==> config.mk <==
export PLATFORM = sky130hd
export DESIGN_NAME = tipi_pi_mailbox
export DESIGN_NICKNAME = d
export VERILOG_FILES = /design/src/rtl/tipi_pkg.sv /design/src/rtl/tipi_sync_edge.sv /design/src/rtl/tipi_pi_mailbox.sv
export SDC_FILE = /design/constraint.sdc
export NUM_CORES = 1
export LEC_CHECK = 0
export BUFFER_PORTS_ARGS = -buffer_cell sky130_fd_sc_hd__buf_2
export CAP_MARGIN = 30
export CORE_ASPECT_RATIO = 2
export CORE_MARGIN = 2
export CORE_UTILIZATION = 40
export CTS_BUF_LIST = sky130_fd_sc_hd__clkbuf_4 sky130_fd_sc_hd__clkbuf_8
export DETAILED_ROUTE_END_ITERATION = 16
export GPL_TIMING_DRIVEN = 0
export SLEW_MARGIN = 30
export SYNTH_ARGS = -nofsm -noshare
export SYNTH_HDL_FRONTEND = slang
export SYNTH_SLANG_ARGS = --single-unit
==> constraint.sdc <==
create_clock -name clk -period 2.2 [get_ports clk]
set_input_delay 0 -clock clk [delete_from_list [all_inputs] [get_ports clk]]
set_output_delay 0 -clock clk [all_outputs]
set_load 0.01 [all_outputs]
==> src/rtl/tipi_pkg.sv <==
// Shared constants and helpers for the TIPI Pi mailbox: synchronizer depth,
// even parity, and channel-range decoding.
package tipi_pkg;

    localparam int SYNC_STAGES = 2;

    // Even parity: the returned bit makes the total count of ones even.
    function automatic logic even_parity(input logic [63:0] data);
        return ^data;
    endfunction

    function automatic logic is_out_ch(input int unsigned ch, input int unsigned n_out);
        return ch < n_out;
    endfunction

    function automatic logic is_in_ch(input int unsigned ch, input int unsigned n_out,
                                      input int unsigned n_in);
        return (ch >= n_out) && (ch < n_out + n_in);
    endfunction

endpackage

==> src/rtl/tipi_sync_edge.sv <==
// Two-flop synchronizer for an asynchronous Pi strobe, followed by a
// rising-edge detector that yields a one-cycle pulse in the clk domain.
module tipi_sync_edge
    import tipi_pkg::*;
(
    input  logic clk,
    input  logic reset,
    input  logic d,
    output logic rise
);

    logic [SYNC_STAGES-1:0] sync_reg;
    logic                   prev_reg;

    always_ff @(posedge clk or posedge reset) begin
        if (reset) begin
            sync_reg <= '0;
            prev_reg <= 1'b0;
        end else begin
            sync_reg <= {sync_reg[SYNC_STAGES-2:0], d};
            prev_reg <= sync_reg[SYNC_STAGES-1];
        end
    end

    assign rise = sync_reg[SYNC_STAGES-1] & ~prev_reg;

endmodule

==> src/rtl/tipi_pi_mailbox.sv <==
// TI <-> Raspberry Pi mailbox with one system-clocked serial shift engine.
// Define TIPI_PI_PARITY_EN to append/check an even-parity bit on every frame.
module tipi_pi_mailbox
    import tipi_pkg::*;
#(
    parameter int WIDTH  = 8,
    parameter int OUT_CH = 2,
    parameter int IN_CH  = 2,
    parameter int SEL_W  = 2
) (
    input  logic              clk,
    input  logic              reset,
    input  logic              r_clk,
    input  logic              r_le,
    input  logic [SEL_W-1:0]  r_sel,
    input  logic              r_dout,
    output logic              r_din,
    input  logic              ti_wr_en,
    input  logic [SEL_W-1:0]  ti_wr_ch,
    input  logic [WIDTH-1:0]  ti_wr_data,
    input  logic [SEL_W-1:0]  ti_rd_ch,
    output logic [WIDTH-1:0]  ti_rd_data,
    output logic [IN_CH-1:0]  in_strobe,
    output logic [OUT_CH-1:0] out_taken,
    output logic              frame_err,
    output logic              parity_err,
    input  logic              err_clr
);

`ifdef TIPI_PI_PARITY_EN
    localparam int FL = WIDTH + 1;
`else
    localparam int FL = WIDTH;
`endif
    localparam int              CW      = $clog2(FL + 2);
    localparam logic [CW-1:0]   FL_CNT  = CW'(FL);
    localparam logic [CW-1:0]   CNT_MAX = CW'(FL + 1);

    logic clk_rise;
    logic le_rise;

    tipi_sync_edge u_clk_edge (.clk(clk), .reset(reset), .d(r_clk), .rise(clk_rise));
    tipi_sync_edge u_le_edge  (.clk(clk), .reset(reset), .d(r_le),  .rise(le_rise));

    // r_sel and r_dout only need to be stable, so a plain synchronizer is enough.
    logic [SYNC_STAGES-1:0][SEL_W:0] bus_sync_reg;
    logic [SEL_W-1:0]                sel_s;
    logic                            dout_s;

    always_ff @(posedge clk or posedge reset) begin
        if (reset) begin
            bus_sync_reg <= '0;
        end else begin
            bus_sync_reg[0] <= {r_sel, r_dout};
            for (int i = 1; i < SYNC_STAGES; i++) begin
                bus_sync_reg[i] <= bus_sync_reg[i-1];
            end
        end
    end

    assign sel_s  = bus_sync_reg[SYNC_STAGES-1][SEL_W:1];
    assign dout_s = bus_sync_reg[SYNC_STAGES-1][0];

    logic sel_out;
    logic sel_in;
    assign sel_out = is_out_ch(32'(sel_s), OUT_CH);
    assign sel_in  = is_in_ch(32'(sel_s), OUT_CH, IN_CH);

    logic [FL-1:0]             sr_reg;
    logic [CW-1:0]             cnt_reg;
    logic                      frame_err_reg;
    logic [OUT_CH-1:0][WIDTH-1:0] out_bus;
    logic [IN_CH-1:0][WIDTH-1:0]  in_bus;

    logic le_out, le_in, le_bad, full, commit, set_frame;
    assign le_out    = le_rise & sel_out;
    assign le_in     = le_rise & sel_in;
    assign le_bad    = le_rise & ~sel_in & ~sel_out;
    assign full      = (cnt_reg == FL_CNT);
    assign set_frame = (le_in & ~full) | le_bad;

    // A TI write landing on the load cycle of the same channel is forwarded.
    logic [WIDTH-1:0] load_data;
    always_comb begin
        load_data = '0;
        for (int i = 0; i < OUT_CH; i++) begin
            if (sel_s == SEL_W'(i)) load_data = out_bus[i];
        end
        if (ti_wr_en && ti_wr_ch == sel_s) load_data = ti_wr_data;
    end

    logic [WIDTH-1:0] frame_data;
    logic [FL-1:0]    load_frame;
    logic             par_ok;
`ifdef TIPI_PI_PARITY_EN
    logic set_par;
    logic parity_err_reg;
    assign frame_data = sr_reg[FL-1 -: WIDTH];
    assign par_ok     = (even_parity(64'(frame_data)) == sr_reg[0]);
    assign load_frame = {load_data, even_parity(64'(load_data))};
    assign set_par    = le_in & full & ~par_ok;
    assign parity_err = parity_err_reg;

    always_ff @(posedge clk or posedge reset) begin
        if (reset)        parity_err_reg <= 1'b0;
        else if (err_clr) parity_err_reg <= 1'b0;
        else if (set_par) parity_err_reg <= 1'b1;
    end
`else
    assign frame_data = sr_reg;
    assign par_ok     = 1'b1;
    assign load_frame = load_data;
    assign parity_err = 1'b0;
`endif

    assign commit = le_in & full & par_ok;

    // r_le outranks a same-cycle r_clk; an invalid select leaves sr and cnt alone.
    always_ff @(posedge clk or posedge reset) begin
        if (reset) begin
            sr_reg        <= '0;
            cnt_reg       <= '0;
            frame_err_reg <= 1'b0;
        end else begin
            if (le_out) begin
                sr_reg  <= load_frame;
                cnt_reg <= '0;
            end else if (le_in) begin
                cnt_reg <= '0;
            end else if (clk_rise && !le_rise) begin
                sr_reg <= {sr_reg[FL-2:0], dout_s};
                if (cnt_reg != CNT_MAX) cnt_reg <= cnt_reg + 1'b1;
            end

            if (err_clr)        frame_err_reg <= 1'b0;
            else if (set_frame) frame_err_reg <= 1'b1;
        end
    end

    assign r_din     = sr_reg[FL-1];
    assign frame_err = frame_err_reg;

    genvar gi;
    generate
        for (gi = 0; gi < OUT_CH; gi++) begin : g_out
            logic [WIDTH-1:0] data_reg;
            logic             taken_reg;
            always_ff @(posedge clk or posedge reset) begin
                if (reset) begin
                    data_reg  <= '0;
                    taken_reg <= 1'b0;
                end else begin
                    if (ti_wr_en && ti_wr_ch == SEL_W'(gi)) data_reg <= ti_wr_data;
                    taken_reg <= le_out && (sel_s == SEL_W'(gi));
                end
            end
            assign out_bus[gi]   = data_reg;
            assign out_taken[gi] = taken_reg;
        end

        for (gi = 0; gi < IN_CH; gi++) begin : g_in
            logic [WIDTH-1:0] data_reg;
            logic             strobe_reg;
            logic             hit;
            assign hit = commit && (sel_s == SEL_W'(OUT_CH + gi));
            always_ff @(posedge clk or posedge reset) begin
                if (reset) begin
                    data_reg   <= '0;
                    strobe_reg <= 1'b0;
                end else begin
                    if (hit) data_reg <= frame_data;
                    strobe_reg <= hit;
                end
            end
            assign in_bus[gi]    = data_reg;
            assign in_strobe[gi] = strobe_reg;
        end
    endgenerate

    always_comb begin
        ti_rd_data = '0;
        for (int i = 0; i < IN_CH; i++) begin
            if (ti_rd_ch == SEL_W'(OUT_CH + i)) ti_rd_data = in_bus[i];
        end
    end

endmodule

# Yosys cells after proc, flatten, opt, wreduce, memory -nomap -nowiden
# Index checks and enable logic that the tools add are counted.
dict set report word_totals {
  wordCells 75
  input_bits 21
  output_inout_bits 15
  reg_bits 61
}
dict set report op_classes {
  n_reduce_logical 17
  n_eq_ne 10
  magnitude_cmp 2
  n_bitwise 14
  muxes 14
  add_sub_neg 1
}
# op count
set op_table {}
lappend op_table {{$mux 8} 8}
lappend op_table {{$mux 4} 4}
lappend op_table {{$and 1x1->1} 8}
lappend op_table {{$eq 2x2->1 const B} 4}
lappend op_table {{$logic_and 1x1->1} 8}
lappend op_table {{$reduce_bool 3->1} 2}
lappend op_table {{$not 1->1} 5}
lappend op_table {{$add 4x1->4 const B} 1}
lappend op_table {{$eq 2x1->1 const B} 2}
lappend op_table {{$eq 4x4->1 const B} 1}
lappend op_table {{$logic_not 2->1} 2}
lappend op_table {{$ne 4x4->1 const B} 1}
lappend op_table {{$reduce_and 2->1} 2}
lappend op_table {{$reduce_bool 2->1} 2}
lappend op_table {{$eq 2x2->1} 1}
lappend op_table {{$ge 2x2->1 const B} 1}
lappend op_table {{$lt 2x2->1 const B} 1}
lappend op_table {{$mux 1} 2}
lappend op_table {{$ne 2x2->1 const B} 1}
lappend op_table {{$logic_not 1->1} 1}
lappend op_table {{$or 1x1->1} 1}

# Longest topological paths before layout
# Gate-level depths: netlist of run 1.
dict set report logic_depth {
  ltp_word 7
  mapped_depth 6
}

# Modules after synthesis
# A second synthesis of run 1 with hierarchy kept.
dict set report unflattened {
  cells_unflattened 209
  area_unflattened_um2 2773.9
}
# mod area_each_um2 instances cells_per_inst
set by_module_without_submodules {}
lappend by_module_without_submodules {tipi_pi_mailbox 2588.7 1 199}
lappend by_module_without_submodules {tipi_sync_edge 92.6 2 5}

# Worst setup path before layout of run 1
# No wires, ideal clock.
dict set report synth_path {
  path_kind {register -> register}
  from {register cnt_reg[0]}
  to {register g_in[1].data_reg[1]}
  t_arrival_ps 1558
  period_less_slack_ps 1682
  stages_incl_launch_ff 7
  path_slack_ps 518
  cell_sequence {dfrtp_1 inv_1 ha_1 nand3b_4 or3_4 clkinv_2 mux2_2}
}
dict set report synth_via {
  elab_chain_cells 3
}
# item line
set synth_lines {}
lappend synth_lines {{start, declared} tipi_pi_mailbox.sv:70} ;# logic [CW-1:0] cnt_reg;
lappend synth_lines {{start signal, assigned} tipi_pi_mailbox.sv:132} ;# if (cnt_reg != CNT_MAX) cnt_reg <= cnt_reg + 1'b1;
lappend synth_lines {{$eq 4x4->1} tipi_pi_mailbox.sv:79} ;# assign full = (cnt_reg == FL_CNT);
lappend synth_lines {{$and 1x1->1} tipi_pi_mailbox.sv:116} ;# assign commit = le_in & full & par_ok;
lappend synth_lines {{$logic_and 1x1->1} tipi_pi_mailbox.sv:165} ;# assign hit = commit && (sel_s == SEL_W'(OUT_CH + gi));
lappend synth_lines {{net g_in[1].hit} tipi_pi_mailbox.sv:164} ;# logic hit;
lappend synth_lines {{end signal, assigned} tipi_pi_mailbox.sv:171} ;# if (hit) data_reg <= frame_data;
lappend synth_lines {{end, declared} tipi_pi_mailbox.sv:162} ;# logic [WIDTH-1:0] data_reg;
# The timed path passes the listed nets, and every way through them passes these cells.
# A chain may end at the register's enable or synchronous reset.

# Worst setup path in the final report of run 1
dict set report layout_path {
  from {register cnt_reg[0]}
  to {register g_in[1].data_reg[2]}
}
# The elaborated chain is that of the path after synthesis.

==> flow_summary.toml, run 1 <==
[clock_tree]
clk_pin_slew_ns = 0.06
cts_root_buffer = "clkbuf_8"
cts_buffer_depth = 2
htree_num_levels = 3
insertion_delay_ns = 0.34
cts-buffers-inserted = 9
cts.sinks = 61
cts_tree = "built"

[yosys]
synth.most_common_cell = "dfrtp_1"
ys_seq_area_frac = 0.553
synthArstFlopShare = 1.00
avgSynthCellArea_um2 = 13.4
synth.largest_area_cell = "dfrtp_1"
syn_nets = 230
synthTopCellsByCount = "dfrtp_1, mux2_2, mux2i_1"
synth_warnings = 0
synth.area.top_cells = "dfrtp_1, mux2_2, mux2i_1"
ys_seq_elements = 61
netlist_area_um2 = 2760
synthDistinctLibCells = 33
synth_cells = 206
ys.flop_type = "dfrtp_1"
synth_enable_flop_cells = 0
synth_top_area_frac = 0.553

[worst_setup_path]
critPathTopFamily = "simple AND/OR/NAND/NOR gates"
start_kind = "flop"
worstPathBufferInverterCount = 2
worst-endpoint-required_ns = 2.43
crit_arrival_ns = 2.04
rrSetupSlack_ns = 0.39
r2r_start = "cnt_reg[0]$_DFFE_PP0P_"
r2r_cells = 6
worstReg2RegEnd = "g_in[1].data_reg[2]$_DFFE_PP0P_"
critPathKind = "flop to flop"
cp_max_fo = 7
max_stage_delay_ns = 0.42
cp_cell_sequence = "inv_1, ha_1, nand3b_4, or3_4, clkinv_2, mux2_2"
end_kind = "flop"
crit_path_top_delay_cell = "dfrtp_1"

[placement]
place_inst = 328
gp_congestion = 0.754
io_buffers = 33
placed_area_um2 = 3070
post-place-ws_ns = 0.370
hpwl_um = 3760

[final_layout]
final_nets = 290
drive_above_1_share = 0.378
post-route-util = 0.514
stdcell_count = 358
final_cell_area_um2 = 3430
antenna_cells = 0
area_growth_pct = 24.4

[floorplan]
start_util = 0.414
die_w_um = 62.7
coreArea_um2 = 6670
rows = 42
ios = 36
die_area_um2 = 7620
die_height_um = 121

[global_routing]
antenna_found_initial = 0
grt_max_degree = 52
grtUsageTotal = 0.155
grt_pass1_wl_um = 8930
grt_pass1_vias = 1928
grt-ovfl-total = 0

[route]
drt_pre_antenna_iters = 4
avgViaCountPerCell = 5.00
detail_route.iter0.violations = 31
postRouteAntennaNets = 0
drc = 0
num_vias = 1789
wirelength_um = 5060
wl_per_cell_um = 14.1

[timing]
fin_crit_ns = 1.81
slew_violations = 0
relSlewSlack = 0.611
setup_viol = 0
timing.hold.ws_ns = 0.106
grt_setup_unrepaired = "false"
hold_violations = 0
fin_ws_ns = 0.390
max_freq_ghz = 0.553
finClkSkew_ns = 0.00450
tightest_slew_ns = 0.583
fin_crit_sh = 0.823

[status]
outcome = "finished clean"

[pwr]
ir_drop_v = 0.000557
p_leak_nw = 1.60
intPower_mw = 2.08
p_switching_mw = 0.613
power.density_nw_per_um2 = 783
combPwrFrac = 0.117
sequentialPowerShare = 0.484
clock_power_share = 0.399
swShare = 0.228

[job]
maxCapViolCount = 0

[worst_hold_path]
hp-class = "primary input to asynchronous set/reset pin"
-- area by class of cell --
type                    count  area (um2)
well taps                  88         110
flip-flops and latches     61        1530
clock inverters             4        72.6
multi-input cells         124        1110
inverters                   6        26.3
plain buffers              15        98.8
repair buffers             49         343
fillers                   629        3240
clock buffers              11         145
-- power groups by stage --
stage / sequential (mW) / combinational [mW] / clock [mW]
2_1_floorplan: 1.30 / 0.221 / 0
3_3_place_gp: 1.32 / 0.288 / 0
3_5_place_dp: 1.32 / 0.300 / 0
4_1_cts: 1.30 / 0.321 / 1.12
5_1_grt: 1.32 / 0.350 / 1.17
6_report: 1.30 / 0.315 / 1.07
-- cells by family (layout without fill, tap and decap cells) --
group | after synthesis | in the layout | synth area share
other | 1 | 1 | 0.00136
AO/OA/AOI/OAI | 34 | 34 | 0.0997
adder cells (fa/ha/maj) | 3 | 3 | 0.0136
multiplexers | 48 | 48 | 0.189
buffers and inverters | 21 | 85 | 0.0444
flip-flops | 61 | 61 | 0.553
XOR/XNOR | 1 | 1 | 0.00589
AND/OR/NAND/NOR | 37 | 37 | 0.0934
-- tightest hold or removal path: cells and delay by family --
kind                   cells  cell delay, ns
buffers and inverters      3            0.80
-- worst max path at each step --
stage,start,to,slack (ns),cells past startpoint
floorplan,cnt_reg[0]$_DFFE_PP0P_,g_in[1].data_reg[1]$_DFFE_PP0P_,0.52,6
global placement,reset,g_out[0].taken_reg$_DFF_PP0_,-0.02,2
detailed placement,cnt_reg[0]$_DFFE_PP0P_,g_in[1].data_reg[2]$_DFFE_PP0P_,0.37,6
CTS,cnt_reg[0]$_DFFE_PP0P_,g_in[1].data_reg[2]$_DFFE_PP0P_,0.36,6
global route,cnt_reg[0]$_DFFE_PP0P_,g_in[0].data_reg[7]$_DFFE_PP0P_,0.29,5
finish,cnt_reg[0]$_DFFE_PP0P_,g_in[1].data_reg[2]$_DFFE_PP0P_,0.39,6
-- metrics by stage --
stage	TNS [ns]	total power [mW]
3_5_place_dp	0	1.62
5_1_grt	0	2.83
2_1_floorplan	0	1.52
4_1_cts	0	2.74
6_report	0	2.69
3_3_place_gp	-0.615	1.61
-- layout by cell type, fill, tap and decap left out, types with 2 or more instances in the layout --
master	count
a211oi_1	8
a21oi_1	4
a31o_1	7
buf_2	37
buf_4	6
buf_6	2
bufinv_16	2
clkbuf_1	3
clkbuf_8	10
clkinv_2	2
dfrtp_1	61
dlygate4sd3_1	15
ha_1	3
inv_1	4
mux2_2	32
mux2i_1	16
nand3_1	3
nand3b_1	2
nor2_1	3
nor2b_1	12
o21ai_0	4
o221a_1	8
or3_1	9
-- per-layer routing --
layer | global-route usage | up-vias | share of wire
met2 | 0.274 | 33 | 0.55
met4 | 0.115 | 0 | 0.047
met3 | 0.0343 | 15 | 0.032
met1 | 0.157 | 873 | 0.37
met5 | 0 | - | 0
li1 | - | 868 | -
-- what timing repair did --
item	4_1_cts	5_1_grt
resized for setup	0	0
endpoints found under the hold margin	83	0
hold buffers	15	0
endpoints found under the setup margin	0	0
setup buffers	0	0
(Power assumes the default switching activity.)
==> run 2: changes to the inputs <==
==> constraint.sdc (replaced) <==
create_clock -name clk -period 1.6 [get_ports clk]
set_input_delay 0 -clock clk [delete_from_list [all_inputs] [get_ports clk]]
set_output_delay 0 -clock clk [all_outputs]
set_load 0.01 [all_outputs]
==> run 2 against run 1 <==
The run now ends with setup timing left. Hold slack better by 0.11 ns. Sequential share of layout area is 1.9 points lower. Utilization is 2.2 points higher. Sequential cell count stayed put. Fmax is 12% higher. Combinational power is 48% higher. Via count is 0.45% higher. Critical path depth stayed put. Cell count is 2.0% higher. Critical endpoint unchanged. Highest routed layer unchanged.
==> flow_summary.toml, run 2 (same netlist as run 1, synthesis figures left out) <==
[status]
outcome = "finished, violations left"
violations = "setup timing"

[worst_hold_path]
hp-class = "primary input to asynchronous set/reset pin"

[worst_setup_path]
cp_cell_sequence = "inv_2, ha_4, nand3b_4, or3_4, clkinv_8, mux2_4"
cp_max_fo = 7
worstReg2RegEnd = "g_in[1].data_reg[2]$_DFFE_PP0P_"
rrSetupSlack_ns = -0.02
crit_path_top_delay_cell = "or3_4"
start_kind = "flop"
worstPathBufferInverterCount = 2
r2r_start = "cnt_reg[1]$_DFFE_PP0P_"
critPathKind = "flop to flop"
critPathTopFamily = "simple AND/OR/NAND/NOR gates"
r2r_cells = 6
max_stage_delay_ns = 0.43
end_kind = "flop"
crit_arrival_ns = 1.84
worst-endpoint-required_ns = 1.82

[timing]
fin_crit_ns = 1.62
tns_ns = -0.139
fin_ws_ns = -0.0223
grt_setup_unrepaired = "true"
timing.hold.ws_ns = 0.216
setup_viol = 7
fin_crit_sh = 1.01
hold_violations = 0
max_freq_ghz = 0.616
finClkSkew_ns = 0.00569
relSlewSlack = 0.617
tightest_slew_ns = 0.574
slew_violations = 0

[final_layout]
area_growth_pct = 29.8
layout_common_cells = "dfrtp_1, buf_2, mux2_2"
final_common_cell = "dfrtp_1"
final_nets = 297
antenna_cells = 0
post-route-util = 0.537
drive_above_1_share = 0.415

[pwr]
clock_power_share = 0.397
intPower_mw = 2.88
p_leak_nw = 1.66
ir_drop_v = 0.000578
combPwrFrac = 0.125
power.total_mw = 3.74
power.density_nw_per_um2 = 1050
swShare = 0.231
p_switching_mw = 0.866
sequentialPowerShare = 0.478

[floorplan]
rows = 42
start_util = 0.414
die_height_um = 121
die_area_um2 = 7620
die_w_um = 62.7
ios = 36
coreArea_um2 = 6670

[clock_tree]
cts-buffers-inserted = 9
cts_tree = "built"
cts_buffer_depth = 2
cts_root_buffer = "clkbuf_8"
clk_pin_slew_ns = 0.06
htree_num_levels = 3
cts.sinks = 61
insertion_delay_ns = 0.33

[placement]
io_buffers = 33
post-place-ws_ns = -0.220
hpwl_um = 3850
gp_congestion = 0.753

[route]
wirelength_um = 5210
wl_per_cell_um = 14.3
postRouteAntennaNets = 0
drc = 0
num_vias = 1797
detail_route.iter0.violations = 38
avgViaCountPerCell = 4.92
drt_pre_antenna_iters = 4

[global_routing]
grt_pass1_vias = 1915
grt_max_degree = 33
grtUsageTotal = 0.158
grt-ovfl-total = 0
antenna_found_initial = 0
grt_pass1_wl_um = 9060

[job]
maxCapViolCount = 0
[run 2: cell type report]
cell class,instances,area [um2]
clock buffer,11,145
inverter,6,37.5
multi-input combinational,124,1190
buffer,14,88.8
sequential,61,1530
clock inverter,4,72.6
tap,88,110
fill,601,3090
timing repair buffer,57,412
[run 2: power by group through the flow]
stage	clock network, mW	registers (mW)	logic [mW]
final	1.49	1.79	0.467
after global routing	1.59	1.81	0.520
after CTS	1.53	1.79	0.468
after detailed placement	0	1.82	0.411
after global placement	0	1.81	0.398
after floorplan	0	1.79	0.305
[run 2: stage by stage]
stage | instance area (um2) | cells
floorplan | 2770 | 206
global placement | 3040 | 327
detailed placement | 3060 | 328
CTS | 3540 | 365
global route | 3580 | 365
finish | 3580 | 365
[run 2: timing repair]
item	CTS	global route
buffers inserted	7	1
hold buffers	15	0
pin swaps	3	2
hold endpoints to repair	82	0
setup endpoints to repair	24	25
gates resized for setup	12	11
[run 2: worst reg2reg max path, cell delays in order (launching register included)]
cell,delay [ns]
dfrtp_1,0.39
inv_2,0.08
ha_4,0.14
nand3b_4,0.07
or3_4,0.43
clkinv_8,0.10
mux2_4,0.30
[run 2: worst max path at each step]
stage / from / to / slack, ns / cells past startpoint
after floorplan: cnt_reg[0]$_DFFE_PP0P_ / g_in[1].data_reg[1]$_DFFE_PP0P_ / -0.07 / 6
after global placement: reset / g_in[1].data_reg[4]$_DFFE_PP0P_ / -0.61 / 2
after detailed placement: cnt_reg[0]$_DFFE_PP0P_ / g_in[0].data_reg[1]$_DFFE_PP0P_ / -0.22 / 5
after CTS: cnt_reg[1]$_DFFE_PP0P_ / g_in[1].data_reg[7]$_DFFE_PP0P_ / -0.04 / 6
after global routing: cnt_reg[0]$_DFFE_PP0P_ / g_in[1].data_reg[1]$_DFFE_PP0P_ / -0.08 / 6
final: cnt_reg[1]$_DFFE_PP0P_ / g_in[1].data_reg[2]$_DFFE_PP0P_ / -0.02 / 6
[run 2: per-layer routing]
layer  global-route usage  routed length, um  part of all wire  vias up
li1                     -                  -                 -      880
met3               0.0353                158             0.030       11
met1                0.158               2020              0.39      873
met5                    0                  0                 0        -
met4                0.106                182             0.035        0
met2                0.288               2860              0.55       33
==> run 3: changes to the inputs <==
--- a/config.mk
+++ b/config.mk
@@ -13,6 +13,7 @@
 export CTS_BUF_LIST = sky130_fd_sc_hd__clkbuf_4 sky130_fd_sc_hd__clkbuf_8
 export DETAILED_ROUTE_END_ITERATION = 16
 export GPL_TIMING_DRIVEN = 0
+export RECOVER_POWER = 25
 export SLEW_MARGIN = 30
 export SYNTH_ARGS = -nofsm -noshare
 export SYNTH_HDL_FRONTEND = slang
==> run 3 against run 2 <==
The flow still finishes with violations (setup timing). Sequential share of layout area hardly changed. Critical path type unchanged. Hold slack better by 0.090 ns. Global-route usage unchanged. Via count stayed put. Fmax stayed put. Sequential cell count is the same. Critical path depth is the same. Register-to-register slack is essentially flat. Die area did not move. Setup slack unchanged. Critical endpoint unchanged. Clock power hardly changed. Largest cell class unchanged.
==> flow_summary.toml, run 3 (same netlist as run 1, synthesis figures left out) <==
[route]
wirelength_um = 5210
avgViaCountPerCell = 4.92
wl_per_cell_um = 14.3
routed.top_layer = "met4"
num_vias = 1797
drt_pre_antenna_iters = 4
route.met2.wl_um = 2860
postRouteAntennaNets = 0
detail_route.iter0.violations = 38
met3WireLength_um = 158
drc = 0
routedLengthMet1_um = 2020

[final_layout]
antenna_cells = 0
final_nets = 297
layout_common_cells = "dfrtp_1, buf_2, mux2_2"
multi_input_area_um2 = 1190
area.sequential_um2 = 1530
stdcell_count = 365
final_common_cell = "dfrtp_1"
drive_above_1_share = 0.412
fillCellCount = 602
area_growth_pct = 29.7

[status]
violations = "setup timing"
outcome = "finished, violations left"

[clock_tree]
insertion_delay_ns = 0.33
cts_buffer_depth = 2
cts.sinks = 61
cts_root_buffer = "clkbuf_8"
cts-buffers-inserted = 9
cts_tree = "built"
clk_pin_slew_ns = 0.06
htree_num_levels = 3

[floorplan]
coreArea_um2 = 6670
die_w_um = 62.7
ios = 36
die_area_um2 = 7620
die_height_um = 121
rows = 42
start_util = 0.414

[worst_hold_path]
hp-start = "r_sel[1]"
hp-class = "primary input to flop"

[timing]
slew_violations = 0
hold_violations = 0
setup_viol = 7
relSlewSlack = 0.250
tightest_slew_ns = 1.12
fin_ws_ns = -0.0223
grt_setup_unrepaired = "true"
fin_crit_ns = 1.62
max_freq_ghz = 0.616
finClkSkew_ns = 0.00569
fin_crit_sh = 1.01

[global_routing]
grt_pass1_wl_um = 9060
grt_max_degree = 33
grt_pass1_vias = 1915
antenna_found_initial = 0
grt-ovfl-total = 0
grtUsageTotal = 0.158

[worst_setup_path]
crit_arrival_ns = 1.84
r2r_start = "cnt_reg[1]$_DFFE_PP0P_"
startpoint = "cnt_reg[1]$_DFFE_PP0P_"
cp_max_fo = 7
rrSetupSlack_ns = -0.02
end_kind = "flop"
worst-endpoint-required_ns = 1.82
start_kind = "flop"
r2r_cells = 6
worstReg2RegEnd = "g_in[1].data_reg[2]$_DFFE_PP0P_"
critPathKind = "flop to flop"
crit_end = "g_in[1].data_reg[2]$_DFFE_PP0P_"

[placement]
place_inst = 328
io_buffers = 33
hpwl_um = 3850
gp_congestion = 0.753

[pwr]
power.total_mw = 3.74
ir_drop_v = 0.000578
power.density_nw_per_um2 = 1050
p_leak_nw = 1.66

[job]
maxCapViolCount = 0
[run 3: cell type report]
class / count / share of cell area
Timing Repair Buffer: 57 / 0.115
Clock buffer: 11 / 0.0405
Multi-Input combinational cell: 124 / 0.333
Tap cell: 88 / 0.0307
Clock inverter: 4 / 0.0203
Buffer: 14 / 0.0248
Inverter: 6 / 0.00978
Sequential cell: 61 / 0.426
[run 3: metrics by stage]
stage / setup WS, ns / utilization / hold WS (ns) / area [um2] / setup TNS [ns]
global route: -0.0753 / 0.537 / 0.295 / 3580 / -0.850
CTS: -0.0433 / 0.531 / 0.200 / 3540 / -0.288
finish: -0.0223 / 0.537 / 0.306 / 3580 / -0.139
global placement: -0.609 / 0.456 / 0.108 / 3040 / -39.67
floorplan: -0.0681 / - / 0.0314 / 2770 / -0.408
detailed placement: -0.220 / 0.459 / 0.0175 / 3060 / -2.84
[run 3: timing repair]
action,4_1_cts,5_1_grt
endpoints found under the setup margin,24,25
pin swaps,3,2
buffers inserted,7,1
hold buffers,15,0
gates resized for setup,12,11
endpoints found under the hold margin,82,0
[run 3: critical path: stages, from the launching register on]
cell and delay [ns]:
dfrtp_1 0.39, inv_2 0.08, ha_4 0.14, nand3b_4 0.07, or3_4 0.43, clkinv_8 0.10
mux2_4 0.29
[run 3: metal layers]
| metal | track usage | vias up |
|---|---|---|
| li1 | - | 880 |
| met1 | 0.158 | 873 |
| met2 | 0.288 | 33 |
| met3 | 0.0353 | 11 |
| met4 | 0.106 | 0 |
| met5 | 0 | - |
[run 3: power by group]
part | switching [mW] | total (mW) | internal, mW
clock network | 0.561 | 1.49 | 0.925
logic | 0.203 | 0.466 | 0.263
registers | 0.101 | 1.79 | 1.69
[run 3: how the worst min path moves through the flow]
stage               slack (ns)                          endpoint  depth (start not counted)
global route              0.29         bus_sync_reg[1]$_DFF_PP0_                          2
floorplan                 0.03         bus_sync_reg[0]$_DFF_PP0_                          0
finish                    0.31         bus_sync_reg[2]$_DFF_PP0_                          2
detailed placement        0.02  u_clk_edge.sync_reg[1]$_DFF_PP0_                          2
global placement          0.11         bus_sync_reg[1]$_DFF_PP0_                          1
CTS                       0.20         bus_sync_reg[1]$_DFF_PP0_                          3
